### src/rtl/async_arb_pkg.sv
// Shared types, defaults and the round-robin pick helper for the async event arbiter.
package async_arb_pkg;

    typedef enum logic {
        IDLE  = 1'b0,
        GRANT = 1'b1
    } arb_state_t;

    localparam int N_REQ_DEF       = 4;
    localparam int SYNC_STAGES_DEF = 2;
    localparam int N_REQ_MAX       = 16;

    // First set bit searching upward from ptr+1, wrapping at n; returns ptr when nothing is pending.
    function automatic logic [3:0] rr_pick(input logic [N_REQ_MAX-1:0] pend,
                                           input logic [3:0]           ptr,
                                           input int                   n);
        logic [3:0] pick;
        logic [3:0] idx;
        pick = ptr;
        for (int off = n; off >= 1; off--) begin
            idx = 4'((int'(ptr) + off) % n);
            if (pend[idx]) pick = idx;
        end
        return pick;
    endfunction

endpackage

### src/rtl/sync_edge_det.sv
// Single-bit multi-flop synchronizer followed by a rising-edge detector.
module sync_edge_det
    import async_arb_pkg::*;
#(
    parameter int SYNC_STAGES = SYNC_STAGES_DEF
) (
    input  logic outclk,
    input  logic reset,
    input  logic async_in,
    output logic edge_pulse
);

    logic [SYNC_STAGES-1:0] sync_q;
    logic                   prev_q;

    // NOTE: sync flops are reset too, so a line held high through reset shows up as one fresh edge.
    always_ff @(posedge outclk or posedge reset) begin
        if (reset) begin
            sync_q <= '0;
            prev_q <= 1'b0;
        end else begin
            // NOTE: non-blocking assignments keep every flop sampling its pre-edge input.
            sync_q <= {sync_q[SYNC_STAGES-2:0], async_in};
            prev_q <= sync_q[SYNC_STAGES-1];
        end
    end

    assign edge_pulse = sync_q[SYNC_STAGES-1] & ~prev_q;

endmodule

### src/rtl/async_event_arbiter.sv
// Synchronizes N event lines, latches edges as pending requests and grants them round-robin.
// Optional ASYNC_ARB_OVERFLOW_EN enables the sticky per-line lost-edge flags.
module async_event_arbiter
    import async_arb_pkg::*;
#(
    parameter  int N_REQ       = N_REQ_DEF,
    parameter  int SYNC_STAGES = SYNC_STAGES_DEF,
    localparam int ID_W        = $clog2(N_REQ)
) (
    input  logic             outclk,
    input  logic             reset,
    input  logic [N_REQ-1:0] async_sig,
    output logic             grant_valid,
    output logic [ID_W-1:0]  grant_id,
    input  logic             grant_ready,
    output logic [N_REQ-1:0] pending,
    output logic [N_REQ-1:0] overflow,
    input  logic             clr_overflow
);

    logic [N_REQ-1:0] edge_vec;
    logic [N_REQ-1:0] clr_vec;
    logic             handshake;
    arb_state_t       state, state_next;
    logic [ID_W-1:0]  rr_ptr, rr_ptr_next;
    logic [ID_W-1:0]  grant_id_next;
    logic [3:0]       pick;

    for (genvar i = 0; i < N_REQ; i++) begin : g_sync
        sync_edge_det #(.SYNC_STAGES(SYNC_STAGES)) u_sync (
            .outclk    (outclk),
            .reset     (reset),
            .async_in  (async_sig[i]),
            .edge_pulse(edge_vec[i])
        );
    end

    assign grant_valid = (state == GRANT);
    assign handshake   = grant_valid & grant_ready;

    // NOTE: every always_comb output gets a default first so no path can infer a latch.
    always_comb begin
        clr_vec = '0;
        if (handshake) clr_vec[grant_id] = 1'b1;
    end

    // A new edge outranks the handshake clear on the same line.
    always_ff @(posedge outclk or posedge reset) begin
        if (reset) pending <= '0;
        else       pending <= (pending & ~clr_vec) | edge_vec;
    end

`ifdef ASYNC_ARB_OVERFLOW_EN
    logic [N_REQ-1:0] ovf_set;
    assign ovf_set = edge_vec & pending & ~clr_vec;

    always_ff @(posedge outclk or posedge reset) begin
        if (reset) overflow <= '0;
        else       overflow <= (clr_overflow ? '0 : overflow) | ovf_set;
    end
`else
    logic unused_clr_overflow;
    assign unused_clr_overflow = clr_overflow;
    assign overflow            = '0;
`endif

    assign pick = rr_pick(N_REQ_MAX'(pending), 4'(rr_ptr), N_REQ);

    always_comb begin
        state_next    = state;
        grant_id_next = grant_id;
        rr_ptr_next   = rr_ptr;
        unique case (state)
            IDLE: begin
                if (|pending) begin
                    state_next    = GRANT;
                    grant_id_next = pick[ID_W-1:0];
                end
            end
            GRANT: begin
                if (grant_ready) begin
                    state_next  = IDLE;
                    rr_ptr_next = grant_id;
                end
            end
        endcase
    end

    always_ff @(posedge outclk or posedge reset) begin
        if (reset) begin
            state    <= IDLE;
            grant_id <= '0;
            rr_ptr   <= ID_W'(N_REQ - 1);
        end else begin
            state    <= state_next;
            grant_id <= grant_id_next;
            rr_ptr   <= rr_ptr_next;
        end
    end

endmodule

### config.mk
export PLATFORM = sky130hd
export DESIGN_NAME = async_event_arbiter
export DESIGN_NICKNAME = d
export VERILOG_FILES = /design/src/rtl/async_arb_pkg.sv /design/src/rtl/sync_edge_det.sv /design/src/rtl/async_event_arbiter.sv
export SDC_FILE = /design/constraint.sdc
export NUM_CORES = 1
export LEC_CHECK = 0
export BUFFER_PORTS_ARGS = -buffer_cell sky130_fd_sc_hd__clkbuf_2
export CAP_MARGIN = 20
export CELL_PAD_IN_SITES_DETAIL_PLACEMENT = 0
export CELL_PAD_IN_SITES_GLOBAL_PLACEMENT = 2
export CORE_MARGIN = 1
export CORE_UTILIZATION = 25
export DETAILED_ROUTE_END_ITERATION = 16
export PLACE_DENSITY = 0.7
export REMOVE_ABC_BUFFERS = 1
export SYNTH_ARGS = -nofsm -noshare
export SYNTH_HDL_FRONTEND = slang
export SYNTH_HIERARCHICAL = 1
export SYNTH_SLANG_ARGS = --single-unit
### constraint.sdc
create_clock -name outclk -period 2.62 [get_ports outclk]
set_clock_uncertainty 0.2 [all_clocks]
set_input_delay 0.393 -clock outclk [delete_from_list [all_inputs] [get_ports outclk]]
set_output_delay 0.393 -clock outclk [all_outputs]
set_load 0.02 [all_outputs]
# ---- After elaboration in Yosys (flattened, before gate mapping)
# Cells that the tools add are included.
dict set report totals {
  regBits 21
  latch_bits 0
  ram_bits 0
  mem_bits_ro 0
  in_bits 8
  out_inout_bits 11
  elab_cells 65
  memories 0
}
dict set report classes {
  n_addsub 4
  multipliers 0
  div 0
  magnitude_cmp 6
  eq_ne 0
  shift 0
  mux 18
  bitwise_logic 17
  n_reduce_logical 8
}
# operator n
set ops {}
lappend ops {{less-than comparator 4 x 5 -> 1 bit, second input constant} 4}
lappend ops {{binary-select mux 1 bit (select 3 bit)} 4}
lappend ops {{2-to-1 mux 2 bit} 4}
lappend ops {{OR reduction 2 bit} 4}
lappend ops {{2-to-1 mux 1 bit} 7}
lappend ops {{bitwise AND 1 bit} 5}
lappend ops {{inverter 1 bit} 5}
lappend ops {{adder 2 x 1 -> 2 bit, second input constant} 2}
lappend ops {{adder 2 bit, second input constant} 2}
lappend ops {{bitwise AND 1 bit, first input constant} 4}
lappend ops {{bitwise AND 4 bit} 1}
lappend ops {{2-to-1 mux 4 bit} 1}
lappend ops {{inverter 4 bit} 1}
lappend ops {{bitwise OR 4 bit} 1}
lappend ops {{AND reduction 2 bit} 2}
lappend ops {{OR reduction 4 bit} 1}
lappend ops {{less-than comparator 2 x 3 -> 1 bit, second input constant} 1}
lappend ops {{demux 1 bit (select 2 bit)} 1}
lappend ops {{>= comparator 2 x 1 -> 1 bit, second input constant} 1}
lappend ops {{one-hot mux 1 bit (2 select lines)} 1}
lappend ops {{logical AND 1 bit} 1}

# ---- Depth between registers and ports, before layout
dict set report depth {
  ltp_word 9
  depth_mapped 4
  mapped_depth_nobuf 4
}

# ---- Cells and area by module
# Netlist, hierarchy kept.
# module instances cells_per_inst area_per_inst_um2
set by_module_without_submodules {}
lappend by_module_without_submodules {async_event_arbiter 1 51 480.5}
lappend by_module_without_submodules {sync_edge_det 4 5 92.6}

# ---- Worst setup path after synthesis
# No wires, ideal clock.
dict set report synth_timing {
  path_kind {register -> register}
  start {reg pending[2]}
  end {reg grant_id[0]}
  setup_ns 0.121
  t_arrival_ns 1.074
  setup_slack_ns 1.225
  stages_incl_launch_ff 4
  n_path_buf 0
  synth_period_minus_slack_ns 1.395
  cell_sequence {dfrtp_1 nor4_4 nor2_2 o22a_1}
}
dict set report synth_via {
  elab_chain_len 6
  elab_cells_between_ends 14
  classes_between {12 x mux; 2 x reduce/logical}
}
# item line
set synth_lines {}
lappend synth_lines {{start, declared} async_event_arbiter.sv:16} ;# output logic [N_REQ-1:0] pending,
lappend synth_lines {{start signal, assigned} async_event_arbiter.sv:50} ;# else pending <= (pending & ~clr_vec) | edge_vec;
lappend synth_lines {{binary-select mux 1 bit (select 3 bit)} async_arb_pkg.sv:22} ;# if (pend[idx]) pick = idx;
lappend synth_lines {{2-to-1 mux 1 bit (implied by the code)} async_arb_pkg.sv:22}
lappend synth_lines {{2-to-1 mux 2 bit (4 in series)} async_arb_pkg.sv:22}
lappend synth_lines {{end signal, assigned} async_event_arbiter.sv:96} ;# grant_id <= grant_id_next;
lappend synth_lines {{end, declared} async_event_arbiter.sv:14} ;# output logic [ID_W-1:0] grant_id,
# Parallel ways exist; a longest one is shown, timed or not. The select of a mux whose other input is x is not followed.
# A chain may end at the register's enable or synchronous reset.

# ---- Worst setup path in the final report
dict set report layout_timing {
  start {reg state, in the netlist grant_valid}
  end {out grant_valid}
}
# item line
set layout_lines {}
lappend layout_lines {{start, declared} async_event_arbiter.sv:24} ;# arb_state_t state, state_next;
lappend layout_lines {{start signal, assigned} async_event_arbiter.sv:95} ;# state <= state_next;
lappend layout_lines {{end, declared} async_event_arbiter.sv:13} ;# output logic grant_valid,
# No word-level cell between the ends.

==> summary.txt <==
Worst setup path
  • CP Capture Type: output port
  • WP data arrival: 1.04 ns
  • Worst Path Buf+Inv: 1
  • CP required: 2.03 ns
  • Crit. path cell count: 1
  • Cell family with most CP delay: flip-flops
  • Crit path cell chain: clkbuf_2
  • CP max stage delay: 0.52 ns
  • Worst setup path category: register to output port
  • Worst-path fanout max: 8
  • Slowest CP cell: dfrtp_1
  • Reg2Reg Depth: 3
  • CP Launch Type: register

Pwr
  • PD cells: 857 mW/mm^2
  • Internal: 0.554 mW
  • Maximum vdd ir drop: 0.000260 V
  • Psw: 0.323 mW
  • Fraction of power consumed by sequential logic: 0.564
  • Leakage: 0.496 nW
  • Clock Power Share: 0.166
  • Comb pwr share: 0.270
  • Switching Fraction: 0.368

STA
  • Tmin final: 1.63 ns
  • Max Clock Freq: 612 MHz
  • Final-report hold violation count: 0
  • Tcrit/Tclk final: 0.623
  • Final setup fails: 0
  • Setup ws final: 0.986 ns
  • RSZ-0062 raised after global routing: no
  • Setup TNS: 0 ns
  • Final Max Tran Viols: 0

Clock tree
  • Worst-Skew Late Latency: 0.29 ns
  • TritonCTS clock tree: yes
  • CTS sink cnt: 21
  • Clk slew on worst S/H paths: 0.10 ns
  • CTS max path bufs: 2
  • Post-CTS setup buffers: 0
  • H-tree depth: 1
  • Clock Root Buffer: clkbuf_4
  • CTS Buf Count: 3

Final layout
  • Area grow syn2layout: 20.3%
  • Share of cells above drive strength 1: 0.264
  • Commonest cells after routing, fill and taps aside: dfrtp_1 (19), clkbuf_2 (13), nand2_1 (9)
  • Commonest non-fill, non-tap cell in the layout: dfrtp_1
  • Ant diodes: 0
  • Nets: 100

Global routing
  • First-pass GRT wire length: 2.30 mm
  • Number of global-route vias before repair: 500
  • Initial antenna violation count: 0
  • Total GRT Usage: 0.0891
  • Grt ovf: 0
  • Largest net degree at the start of global routing: 12

Detailed routing
  • Final ANT Viol Nets: 0
  • Initial DRC count: 3
  • Remaining DRCs: 0
  • First-pass detailed-route iteration total: 2
  • Total wire length: 1.36 mm
  • Routed vias: 532
  • DR WL/cell: 10.1 um
  • Routed vias/inst: 3.94

Placed design
  • DP HPWL: 1.03 mm
  • RePlAce Congestion: 0.761
  • IO Port Bufs: 13
  • Pre-CTS setup slack: 1.21 ns

Yosys
  • Unique masters post-synth: 25
  • Register bit total from synthesis: 21
  • YS warnings: 6
  • Seq/Total Area, Yosys: 0.621
  • Syn Inst Count: 71
  • Mean Syn Cell Area: 12.0 sq um
  • Post-Syn Area: 851 sq um

Floorplan
  • Die height: 60.3 um
  • Die Wd: 60.3 um
  • Die area: 0.00364 sq mm
  • Core Area: 0.00313 sq mm
  • Starting Density: 0.272
  • I/O Pins: 19
  • Cell Rows: 20

Worst hold path
  • Hold Crit Depth: 2
  • Hold Path Class: input pin to register

Outcome
  • Status: completed

Job
  • Number of max-cap violations: 0
-- worst reg2reg max path: cells and delay by family (launching register included) --
family | cells | cell delay, ns
AO/OA/AOI/OAI | 1 | 0.20
flip-flops | 1 | 0.46
AND/OR/NAND/NOR | 2 | 0.46
-- worst paths after layout --
path	startpoint	slack (ns)	endpoint
max in group asynchronous	reset	1.46	rr_ptr[0]$_DFFE_PP1P_
min in group asynchronous	reset	0.34	g_sync[2].u_sync/sync_q[1]$_DFF_PP0_
setup reg to reg	pending[2]$_DFF_PP0_	1.20	grant_id[0]$_DFFE_PP0P_
hold / removal	grant_ready	0.15	grant_valid$_DFF_PP0_
hold reg to reg	g_sync[2].u_sync/sync_q[0]$_DFF_PP0_	0.16	g_sync[2].u_sync/sync_q[1]$_DFF_PP0_
setup / recovery	grant_valid$_DFF_PP0_	0.99	grant_valid
-- routing by layer --
metal,global-route usage,vias to the layer above,part of all wire
met5,0,-,0
met4,0.0498,0,0.0096
met3,0.0256,2,0.045
met2,0.127,13,0.44
met1,0.121,252,0.51
li1,-,265,-
-- through the flow --
stage / total power, mW / hold slack (ns) / utilization / area (sq um) / instances
finish: 0.877 / 0.146 / 0.327 / 1020 / 135
global route: 0.947 / 0.132 / 0.327 / 1020 / 135
CTS: 0.894 / 0.124 / 0.327 / 1020 / 135
detailed placement: 0.735 / 0.115 / 0.303 / 947 / 126
global placement: 0.734 / 0.105 / 0.303 / 947 / 126
floorplan: 0.647 / -0.0534 / - / 827 / 69
-- synthesized netlist by cell type --
cell type	count	area, sq um
dfrtp_1	19	475
nand2_1	9	33.8
inv_1	8	30.0
buf_4	4	30.0
nor2b_4	4	55.1
o21ai_0	4	20.0
dfstp_2	2	52.6
mux2i_1	2	20.0
nand2b_1	2	12.5
nand3_1	2	10.0
a21o_1	1	7.51
a21oi_1	1	5.00
a22oi_1	1	7.51
clkbuf_2	1	5.00
conb_1	1	3.75
nand3b_1	1	7.51
nand4_1	1	6.26
nor2_2	1	6.26
nor3_1	1	5.00
nor4_4	1	21.3
o21ai_1	1	5.00
o21bai_1	1	7.51
o22a_1	1	8.76
o22ai_1	1	6.26
o311ai_1	1	8.76
-- flip-flops by register name, indices dropped and copies added (netlist names) --
| name | count |
|---|---|
| grant_valid | 1 |
| pending | 4 |
| g_sync.u_sync/prev_q | 4 |
| g_sync.u_sync/sync_q | 8 |
| rr_ptr | 2 |
| grant_id | 2 |
-- final cells by class --
type,instances,area (sq um)
clock buffers,4,26.3
fillers,324,2100
inverters,8,30.0
multi-input cells,40,269
flip-flops and latches,21,528
well taps,44,55.1
repair buffers,18,115
-- cell families (layout without fill, tap and decap cells) --
kind of cell / Yosys count / in the layout / synth area share
compound gates: 12 / 12 / 0.0897
buf+inv: 13 / 30 / 0.0765
flops: 21 / 21 / 0.621
mux: 2 / 2 / 0.0235
other cells: 1 / 4 / 0.00441
simple gates: 22 / 22 / 0.185
-- power groups by stage --
stage	Sequential [mW]	Combinational, mW	Clock (mW)
6_report	0.494	0.237	0.145
5_1_grt	0.510	0.265	0.172
4_1_cts	0.495	0.241	0.159
3_5_place_dp	0.502	0.234	0
3_3_place_gp	0.501	0.233	0
2_1_floorplan	0.527	0.120	0
-- timing repair --
| action | CTS | global route |
|---|---|---|
| hold endpoints to repair | 23 | 0 |
| hold buffers | 5 | 0 |
| setup endpoints to repair | 0 | 0 |
| resized for setup | 0 | 0 |
No activity file was read; power rests on OpenSTA's default activity.
